==> config.mk <==
export PLATFORM = sky130hd
export DESIGN_NAME = spi_mnrch_gen
export DESIGN_NICKNAME = d
export VERILOG_FILES = /design/src/rtl/spi_pkg.sv /design/src/rtl/spi_sclk_gen.sv /design/src/rtl/spi_mnrch_gen.sv
export SDC_FILE = /design/constraint.sdc
export NUM_CORES = 1
export LEC_CHECK = 0
export ABC_AREA = 1
export BUFFER_PORTS_ARGS = -buffer_cell sky130_fd_sc_hd__buf_2
export CAP_MARGIN = 20
export CORE_MARGIN = 1
export CORE_UTILIZATION = 60
export DETAILED_ROUTE_END_ITERATION = 10
export PLACE_DENSITY = 0.91
export SYNTH_ARGS = -nofsm -noshare
export SYNTH_HDL_FRONTEND = slang
export SYNTH_SLANG_ARGS = --single-unit
==> constraint.sdc <==
create_clock -name clk -period 4.6 [get_ports clk]
set_input_delay 0.69 -clock clk [delete_from_list [all_inputs] [get_ports clk]]
set_output_delay 0.69 -clock clk [all_outputs]
set_load 0.005 [all_outputs]
==> src/rtl/spi_pkg.sv <==
// Shared types for the SPI monarch: FSM states and the per-transfer bus mode.
// Pure type definitions; no logic, latency or flow control here.
package spi_pkg;

  typedef enum logic [1:0] {IDLE, FRONT, XFER, BACK} spi_state_t;

  typedef struct packed {
    logic cpol;
    logic cpha;
  } spi_mode_t;

endpackage

==> src/rtl/spi_sclk_gen.sv <==
// SCLK divider: toggles SCLK every 2**(DIV_W-1) clk cycles while enabled, flags edges one cycle ahead.
// Edge pulses are combinational and coincide with the clk edge that moves SCLK; no backpressure.
module spi_sclk_gen
  import spi_pkg::*;
#(
  parameter int DIV_W = 5
) (
  input  logic clk,
  input  logic rst_n,
  input  logic load_i,
  input  logic idle_lvl_i,
  input  logic cpol_i,
  input  logic en_i,
  output logic sclk_o,
  output logic tick_o,
  output logic lead_edge_o,
  output logic trail_edge_o
);

  localparam int CW = DIV_W - 1;

  logic [CW-1:0] div_q, div_d;
  logic          sclk_q, sclk_d;
  logic          tick;

  // Counter wraps naturally at HALF, so the all-ones value marks the last cycle of a half period.
  assign tick = &div_q;

  always_comb begin
    div_d  = div_q + CW'(1);
    sclk_d = sclk_q;
    if (load_i) begin
      div_d  = '0;
      sclk_d = idle_lvl_i;
    end else if (en_i && tick) begin
      sclk_d = ~sclk_q;
    end
  end

  always_ff @(posedge clk or negedge rst_n) begin
    if (!rst_n) begin
      div_q  <= '0;
      sclk_q <= 1'b1;
    end else begin
      div_q  <= div_d;
      sclk_q <= sclk_d;
    end
  end

  assign sclk_o       = sclk_q;
  assign tick_o       = tick;
  assign lead_edge_o  = en_i && tick && (sclk_q == cpol_i);
  assign trail_edge_o = en_i && tick && (sclk_q != cpol_i);

endmodule

==> src/rtl/spi_mnrch_gen.sv <==
// SPI monarch: one full-duplex DATA_W-bit transfer per snd pulse, (2*DATA_W+1)*HALF cycles to done.
// snd is only honoured in IDLE; pulses while busy are dropped without disturbing the transfer.
module spi_mnrch_gen
  import spi_pkg::*;
#(
  parameter int DATA_W   = 16,
  parameter int DIV_W    = 5,
  parameter int NUM_SERF = 1,
  parameter int SEL_W    = (NUM_SERF > 1) ? $clog2(NUM_SERF) : 1
) (
  input  logic                clk,
  input  logic                rst_n,
  input  logic                snd,
  input  logic [DATA_W-1:0]   cmd,
  input  logic [SEL_W-1:0]    serf_sel,
  input  logic                cpol,
  input  logic                cpha,
  output logic [DATA_W-1:0]   resp,
  output logic                done,
  output logic                busy,
  output logic [NUM_SERF-1:0] SS_n,
  output logic                SCLK,
  output logic                MOSI,
  input  logic                MISO
);

  localparam int EDGES = 2 * DATA_W;
  localparam int CNT_W = $clog2(EDGES) + 1;
  localparam logic [CNT_W-1:0] LAST = CNT_W'(EDGES - 1);

  spi_state_t          state_q, state_d;
  logic [DATA_W-1:0]   shft_q, shft_d;
  logic [DATA_W-1:0]   resp_q, resp_d;
  logic                miso_q, miso_d;
  spi_mode_t           mode_q, mode_d;
  logic [CNT_W-1:0]    edge_q, edge_d;
  logic                fin_q, fin_d;
  logic                done_q, done_d;
  logic [NUM_SERF-1:0] ss_n_q, ss_n_d;
  logic [NUM_SERF-1:0] sel_dec;

  logic sclk_load, sclk_en, sclk, tick, lead_edge, trail_edge;

  assign sclk_load = (state_q == IDLE) && snd;
  assign sclk_en   = (state_q == FRONT) || (state_q == XFER);

  spi_sclk_gen #(.DIV_W(DIV_W)) u_sclk (
    .clk          (clk),
    .rst_n        (rst_n),
    .load_i       (sclk_load),
    .idle_lvl_i   (cpol),
    .cpol_i       (mode_q.cpol),
    .en_i         (sclk_en),
    .sclk_o       (sclk),
    .tick_o       (tick),
    .lead_edge_o  (lead_edge),
    .trail_edge_o (trail_edge)
  );

  always_comb begin
    state_d = state_q;
    shft_d  = shft_q;
    resp_d  = resp_q;
    miso_d  = miso_q;
    mode_d  = mode_q;
    edge_d  = edge_q;
    fin_d   = 1'b0;
    done_d  = done_q;
    ss_n_d  = ss_n_q;

    // Out-of-range indices match no bit, so the transfer runs with every select high.
    sel_dec = '1;
    for (int i = 0; i < NUM_SERF; i++) begin
      if (serf_sel == SEL_W'(i)) sel_dec[i] = 1'b0;
    end

    unique case (state_q)
      IDLE: begin
        if (snd) begin
          state_d = FRONT;
          shft_d  = cmd;
          mode_d  = '{cpol: cpol, cpha: cpha};
          edge_d  = '0;
          done_d  = 1'b0;
          ss_n_d  = sel_dec;
        end
      end
      FRONT, XFER: begin
        if (lead_edge || trail_edge) begin
          edge_d  = edge_q + CNT_W'(1);
          state_d = (edge_q == LAST) ? BACK : XFER;
        end
        if (mode_q.cpha ? trail_edge : lead_edge) miso_d = MISO;
        // CPHA=1 skips the first leading edge; the missing shift is made up just after the last edge.
        if (mode_q.cpha ? (lead_edge && edge_q != '0) : trail_edge)
          shft_d = {shft_q[DATA_W-2:0], miso_q};
        fin_d = mode_q.cpha && trail_edge && (edge_q == LAST);
      end
      BACK: begin
        if (fin_q) shft_d = {shft_q[DATA_W-2:0], miso_q};
        if (tick) begin
          state_d = IDLE;
          done_d  = 1'b1;
          resp_d  = shft_q;
          ss_n_d  = '1;
        end
      end
      default: state_d = IDLE;
    endcase
  end

  always_ff @(posedge clk or negedge rst_n) begin
    if (!rst_n) begin
      state_q <= IDLE;
      shft_q  <= '0;
      resp_q  <= '0;
      miso_q  <= 1'b0;
      mode_q  <= '{cpol: 1'b1, cpha: 1'b0};
      edge_q  <= '0;
      fin_q   <= 1'b0;
      done_q  <= 1'b0;
      ss_n_q  <= '1;
    end else begin
      state_q <= state_d;
      shft_q  <= shft_d;
      resp_q  <= resp_d;
      miso_q  <= miso_d;
      mode_q  <= mode_d;
      edge_q  <= edge_d;
      fin_q   <= fin_d;
      done_q  <= done_d;
      ss_n_q  <= ss_n_d;
    end
  end

  assign resp = resp_q;
  assign done = done_q;
  assign busy = (state_q != IDLE);
  assign SS_n = ss_n_q;
  assign SCLK = sclk;
  assign MOSI = shft_q[DATA_W-1];

endmodule
==> impl_metrics.json, run 1 <==
{
  "status": "completed",
  "synth_edf_count": 0,
  "synth_nets": 330,
  "clockBufferDepth": 2,
  "initial_utilization_pct": 62.8,
  "grt_pass1_wl_mm": 8.31,
  "final_max_slew_viol_count": 0,
  "maxCapViolCount": 0,
  "die-area_um2": 4450,
  "crit_fanout": 16,
  "period_share_pct": 42.8,
  "grt_busiest_layer": "met2",
  "ant_nets": 0,
  "powerDensity_nw_per_um2": 502,
  "grt_setup_unrepaired": "false",
  "path_clk_slew_ns": 0.09,
  "num_vias": 2079,
  "hold_path_class": "input port to asynchronous set/reset pin",
  "worst-setup-path-type": "flop to flop",
  "yosys_warnings": 0,
  "syn_area_per_cell_um2": 8.35,
  "finalHoldViolations": 0,
  "routedWlPerCell_um": 12.6,
  "multi_input_area_um2": 1010,
  "postCtsSetupBuffers": 0,
  "use_met3_pct": 5.14,
  "grt_max_degree": 52,
  "finalNetCount": 370,
  "tritoncts": "done",
  "clock_sinks": 51,
  "cp-start-kind": "flop",
  "synth_area_um2": 2510,
  "async_flop_share_pct": 100,
  "ys_ff_latch": 51,
  "wirelength_mm": 4.95,
  "grt_util_all_layers_pct": 24.8,
  "cts-root-buf": "clkbuf_8",
  "antenna_found_initial": 0,
  "cp-end-kind": "flop",
  "setup_viol": 0,
  "fin_worst_skew_ns": 0.00882,
  "num-fill-cells": 319,
  "antenna_cells": 0,
  "drtIter0Drc": 145,
  "first_pass_iters": 4,
  "clkLatencyLatePin_ns": 0.31,
  "rows": 23,
  "syn_inst": 301,
  "worst_pin_slew_ns": 0.887,
  "gp_congestion": 0.798,
  "ys.flop_type": "dfrtp_1",
  "met1_usage_pct": 33.0,
  "p_leak_nw": 1.49,
  "cts_resized": 0,
  "ir_drop_uv": 272,
  "grt_remaining_overflow": 0,
  "max_slew_margin_pct": 40.9,
  "vias_per_cell": 5.30,
  "setup_tns_ns": 0,
  "cts_hold_buffers": 0,
  "drc": 0,
  "cp.required_ns": 4.85,
  "numCtsBuffers": 5,
  "cp.arrival_ns": 2.22,
  "core_area_um2": 4000,
  "yosysSeqAreaShare_pct": 50.9,
  "fmax_ghz": 0.508,
  "die_h_um": 66.7,
  "dpl.hpwl_mm": 3.36,
  "htree_levels": 2,
  "dieWidth_um": 66.7,
  "total_power_mw": 1.42,
  "grtUsageMet2_pct": 40.2,
  "syn_to_final_growth_pct": 12.6,
  "seqCellArea_um2": 1280,
  "grt_pass1_vias": 1909,
  "period_needed_ns": 1.97,
  "whs_ns": 0.305,
  "io_buffers": 43,
  "pin_count": 44,
  "layout-drive-gt1-share_pct": 20.5,
  "yosysUniqueCellTypes": 34
}
-- cells in the final DEF (no fill, tap or decap), types with 2 or more instances in the layout --
cell and count:
nand2_1 89, o21ai_0 50, dfrtp_1 48, buf_2 43, inv_1 33, nand3_1 27
nor2_1 7, ha_1 6, clkbuf_8 6, inv_2 4, dfstp_2 3, nor3_1 3
nand4_1 3, a21oi_1 2
-- worst paths after layout --
kind	end	cells after the start	start	slack, ns
max reg2reg	shft_q[7]$_DFFE_PN0P_	9	state_q[0]$_DFFE_PN0P_	2.63
min	resp[10]$_DFFE_PN0P_	1	rst_n	0.30
max in group asynchronous	u_sclk.div_q[0]$_DFF_PN0_	2	rst_n	3.77
min in group clk	u_sclk.div_q[0]$_DFF_PN0_	1	u_sclk.div_q[0]$_DFF_PN0_	0.48
max	shft_q[7]$_DFFE_PN0P_	9	state_q[0]$_DFFE_PN0P_	2.63
min reg2reg	u_sclk.div_q[0]$_DFF_PN0_	1	u_sclk.div_q[0]$_DFF_PN0_	0.48
-- worst max-delay path, cell delays in order, from the launching register on --
cell and delay (ns):
dfrtp_1 0.37, inv_1 0.08, ha_1 0.45, inv_4 0.16, nor2_8 0.06, nand3_1 0.06, nand2_1 0.11, o21ai_4 0.39
nand2_1 0.13, nand2_1 0.10
-- cells in the mapped netlist (all sizes together), types with 4 or more instances --
cell type  number  area (um^2)
nand2          91          352
o21ai          53          280
dfrtp          48         1200
inv            38          145
nand3          28          153
nor2            9         57.6
clkbuf          6         26.3
ha              6         75.1
buf             4         43.8
-- where the power goes --
group | total, mW | switching, mW | internal (mW)
Sequential | 0.631 | 0.0674 | 0.564
Combinational | 0.519 | 0.352 | 0.167
Clock | 0.271 | 0.148 | 0.123
Total | 1.42 | 0.568 | 0.854
-- area by class of cell --
type / count / share of cell area (%)
Clock inverter: 2 / 0.574
Inverter: 38 / 5.13
Sequential cell: 51 / 45.2
Multi-Input combinational cell: 201 / 35.7
Tap cell: 50 / 2.21
Clock buffer: 6 / 2.92
Timing Repair Buffer: 44 / 8.31
-- per-stage QoR --
step | setup slack, ns | cell area, um^2 | instances | utilization [%]
detailed placement | 2.73 | 2710 | 383 | 67.8
global placement | 2.78 | 2710 | 383 | 67.8
global route | 2.55 | 2830 | 392 | 70.8
finish | 2.63 | 2830 | 392 | 70.8
floorplan | 2.97 | 2510 | 301 | -
CTS | 2.65 | 2810 | 391 | 70.3
-- registers in the layout, indices dropped and copies added, names as in the netlist --
| register | cells |
|---|---|
| u_sclk.div_q | 4 |
| state_q | 2 |
| edge_q | 6 |
| SS_n | 1 |
| done | 1 |
| miso_q | 1 |
| fin_q | 1 |
| resp | 16 |
| mode_q | 2 |
| u_sclk.sclk_o | 1 |
| shft_q | 16 |
-- cell families after synthesis --
family / share of synthesized area (%)
buffers and inverters: 8.91
adders and majority gates: 2.99
xor gates and xnor gates: 0.348
DFF: 50.9
AOI/OAI and AO/OA: 12.2
and+or+nand+nor: 24.2
muxes: 0.448
-- layer usage --
metal | routed length, um | vias up
met5 | 0 | -
met4 | 80 | 0
met3 | 240 | 8
met2 | 2470 | 58
met1 | 2160 | 971
li1 | - | 1042
(Power assumes the default switching activity.)
==> run 2: changes to the inputs <==
--- a/config.mk
+++ b/config.mk
@@ -5,13 +5,13 @@
 export SDC_FILE = /design/constraint.sdc
 export NUM_CORES = 1
 export LEC_CHECK = 0
-export ABC_AREA = 1
+export ABC_AREA = 0
 export BUFFER_PORTS_ARGS = -buffer_cell sky130_fd_sc_hd__buf_2
 export CAP_MARGIN = 20
 export CORE_MARGIN = 1
-export CORE_UTILIZATION = 60
+export CORE_UTILIZATION = 55
 export DETAILED_ROUTE_END_ITERATION = 10
-export PLACE_DENSITY = 0.91
+export PLACE_DENSITY = 0.85
 export SYNTH_ARGS = -nofsm -noshare
 export SYNTH_HDL_FRONTEND = slang
 export SYNTH_SLANG_ARGS = --single-unit
==> constraint.sdc (replaced) <==
create_clock -name clk -period 2 [get_ports clk]
set_input_delay 0.3 -clock clk [delete_from_list [all_inputs] [get_ports clk]]
set_output_delay 0.3 -clock clk [all_outputs]
set_load 0.005 [all_outputs]
==> impl_metrics.json, run 2 <==
{
  "period_share_pct": 97.8,
  "max_slew_margin_pct": 57.2,
  "postCtsSetupBuffers": 0,
  "yosys.area.top_type": "dfrtp_1",
  "num_vias": 1748,
  "routedWlPerCell_um": 15.9,
  "rows": 24,
  "powerDensity_nw_per_um2": 1440,
  "clockBufferDepth": 2,
  "cp-end-kind": "flop",
  "fmax_ghz": 0.511,
  "ys.flop_type": "dfrtp_1",
  "path_clk_slew_ns": 0.09,
  "cts_hold_buffers": 0,
  "drtIter0Drc": 83,
  "die_h_um": 69.7,
  "dpl.hpwl_mm": 3.38,
  "cts-root-buf": "clkbuf_8",
  "wirelength_mm": 4.94,
  "period_needed_ns": 1.96,
  "finalHoldViolations": 0,
  "initial_utilization_pct": 57.6,
  "synth_most_common_cell": "dfrtp_1",
  "setup_tns_ns": 0,
  "yosys_warnings": 0,
  "syn_area_per_cell_um2": 12.3,
  "io_buffers": 43,
  "p_leak_nw": 1.46,
  "seqCellArea_um2": 1280,
  "grt_pass1_vias": 1718,
  "final_max_slew_viol_count": 0,
  "antenna_found_initial": 0,
  "gp_congestion": 0.835,
  "ant_nets": 0,
  "numCtsBuffers": 5,
  "synth_area_um2": 2520,
  "syn_to_final_growth_pct": 16.3,
  "cp.arrival_ns": 2.16,
  "synth_nets": 235,
  "synth_edf_count": 0,
  "crit_fanout": 16,
  "tritoncts": "done",
  "final_util_pct": 67.0,
  "hold_path_class": "input port to asynchronous set/reset pin",
  "syn_inst": 206,
  "clock_sinks": 51,
  "final_cell_mix": "dfrtp_1 (48), buf_2 (43), mux2_2 (40), nor2_1 (15), nand2_1 (13)",
  "netlist_top_cells_area": "dfrtp_1 (48%), mux2_2 (18%), mux2_4 (5.9%)",
  "ys_ff_latch": 51,
  "finalNetCount": 287,
  "synth_top_area_share_pct": 47.6,
  "layout-drive-gt1-share_pct": 47.9,
  "drc": 0,
  "status": "completed",
  "worst-setup-path-type": "flop to flop",
  "maxCapViolCount": 0,
  "cp.required_ns": 2.20,
  "async_flop_share_pct": 100,
  "vias_per_cell": 5.62,
  "grt_util_all_layers_pct": 21.7,
  "final_common_cell": "dfrtp_1",
  "ir_drop_uv": 742,
  "fin_worst_skew_ns": 0.00379,
  "first_pass_iters": 4,
  "dieWidth_um": 69.7,
  "grt_pass1_wl_mm": 8.07,
  "cp-start-kind": "flop",
  "antenna_cells": 0,
  "grt_max_degree": 52,
  "htree_levels": 2,
  "grt_remaining_overflow": 0,
  "yosys-top-cells-count": "dfrtp_1 (48), mux2_2 (40), nor2_1 (15)",
  "grt_setup_unrepaired": "false",
  "worst_pin_slew_ns": 0.642,
  "num-fill-cells": 327,
  "multi_input_area_um2": 1150,
  "setup_viol": 0,
  "core_area_um2": 4380,
  "die-area_um2": 4860,
  "yosysUniqueCellTypes": 41,
  "clkLatencyLatePin_ns": 0.31,
  "yosysSeqAreaShare_pct": 50.7,
  "pin_count": 44
}
run 2: changes by cell type after synthesis, moves of 3 or more:
cell | before | now
inv_2 | 4 | 0
nand3_1 | 27 | 4
xnor2_1 | 0 | 3
a21oi_1 | 2 | 6
nand2_1 | 89 | 13
mux2_2 | 1 | 40
inv_1 | 33 | 8
o21ai_0 | 50 | 8
mux2_4 | 0 | 10
nor2_1 | 7 | 15
run 2: worst paths after layout:
check / slack, ns / endpoint / cells after the start / start
max: 0.04 / shft_q[15]$_DFFE_PN0P_ / 7 / state_q[1]$_DFFE_PN0P_
min: 0.09 / resp[3]$_DFFE_PN0P_ / 2 / rst_n
max reg2reg: 0.04 / shft_q[15]$_DFFE_PN0P_ / 7 / state_q[1]$_DFFE_PN0P_
min reg2reg: 0.47 / mode_q[1]$_DFFE_PN1P_ / 2 / mode_q[1]$_DFFE_PN1P_
max in group asynchronous: 1.48 / u_sclk.div_q[1]$_DFF_PN0_ / 2 / rst_n
min in group clk: 0.19 / mode_q[1]$_DFFE_PN1P_ / 3 / cpol
run 2: report_power, final:
| group | total (mW) | switching (mW) | internal (mW) |
|---|---|---|---|
| clock network | 0.586 | 0.342 | 0.244 |
| registers | 1.66 | 0.254 | 1.41 |
| logic | 1.99 | 0.904 | 1.09 |
| total | 4.24 | 1.50 | 2.74 |
run 2: cell type report:
class,instances,area share [%]
Timing Repair Buffer,55,10.8
Clock buffer,5,2.34
Clock inverter,3,0.682
Tap cell,52,2.22
Sequential cell,51,43.6
Inverter,8,1.02
Multi-Input combinational cell,137,39.3
run 2: per-stage QoR:
step	setup slack [ns]	power [mW]	cells	area, um^2	hold WS [ns]
after floorplan	0.00379	3.08	206	2530	0.00441
after global placement	0.157	3.54	303	2850	0.443
after detailed placement	0.0945	3.64	303	2850	0.441
after CTS	0.0537	4.25	311	2940	0.103
after global routing	0.00119	4.50	311	2940	0.157
final	0.0442	4.24	311	2940	0.0896
run 2: per-layer routing:
metal	wire (um)	track usage [%]	up-vias	share of wire (%)
met5	0	0	-	0
met4	95	8.89	0	1.9
met3	202	4.65	8	4.1
met2	2530	35.6	46	51
met1	2120	28.0	870	43
li1	-	-	824	-
run 2: cells by family after synthesis:
group                      Yosys count  synth area share, %
adders and majority gates            6                 2.97
and+or+nand+nor                     49                 9.67
DFF                                 51                 50.7
muxes                               51                 24.2
buffers and inverters               18                 3.57
AOI/OAI and AO/OA                   25                 6.79
xor gates and xnor gates             6                 2.08
run 2: worst max-delay path, stage by stage, from the launching register on:
cell and delay, ns:
dfrtp_1 0.42, inv_2 0.06, ha_1 0.20, nor2b_4 0.13
a221o_1 0.30, a31oi_4 0.19, buf_12 0.19, mux2_2 0.35
run 2: repair_timing:
| item | in CTS | in global routing |
|---|---|---|
| endpoints found under the hold margin | 0 | 0 |
| endpoints found under the setup margin | 0 | 4 |
| resized for setup | 0 | 1 |
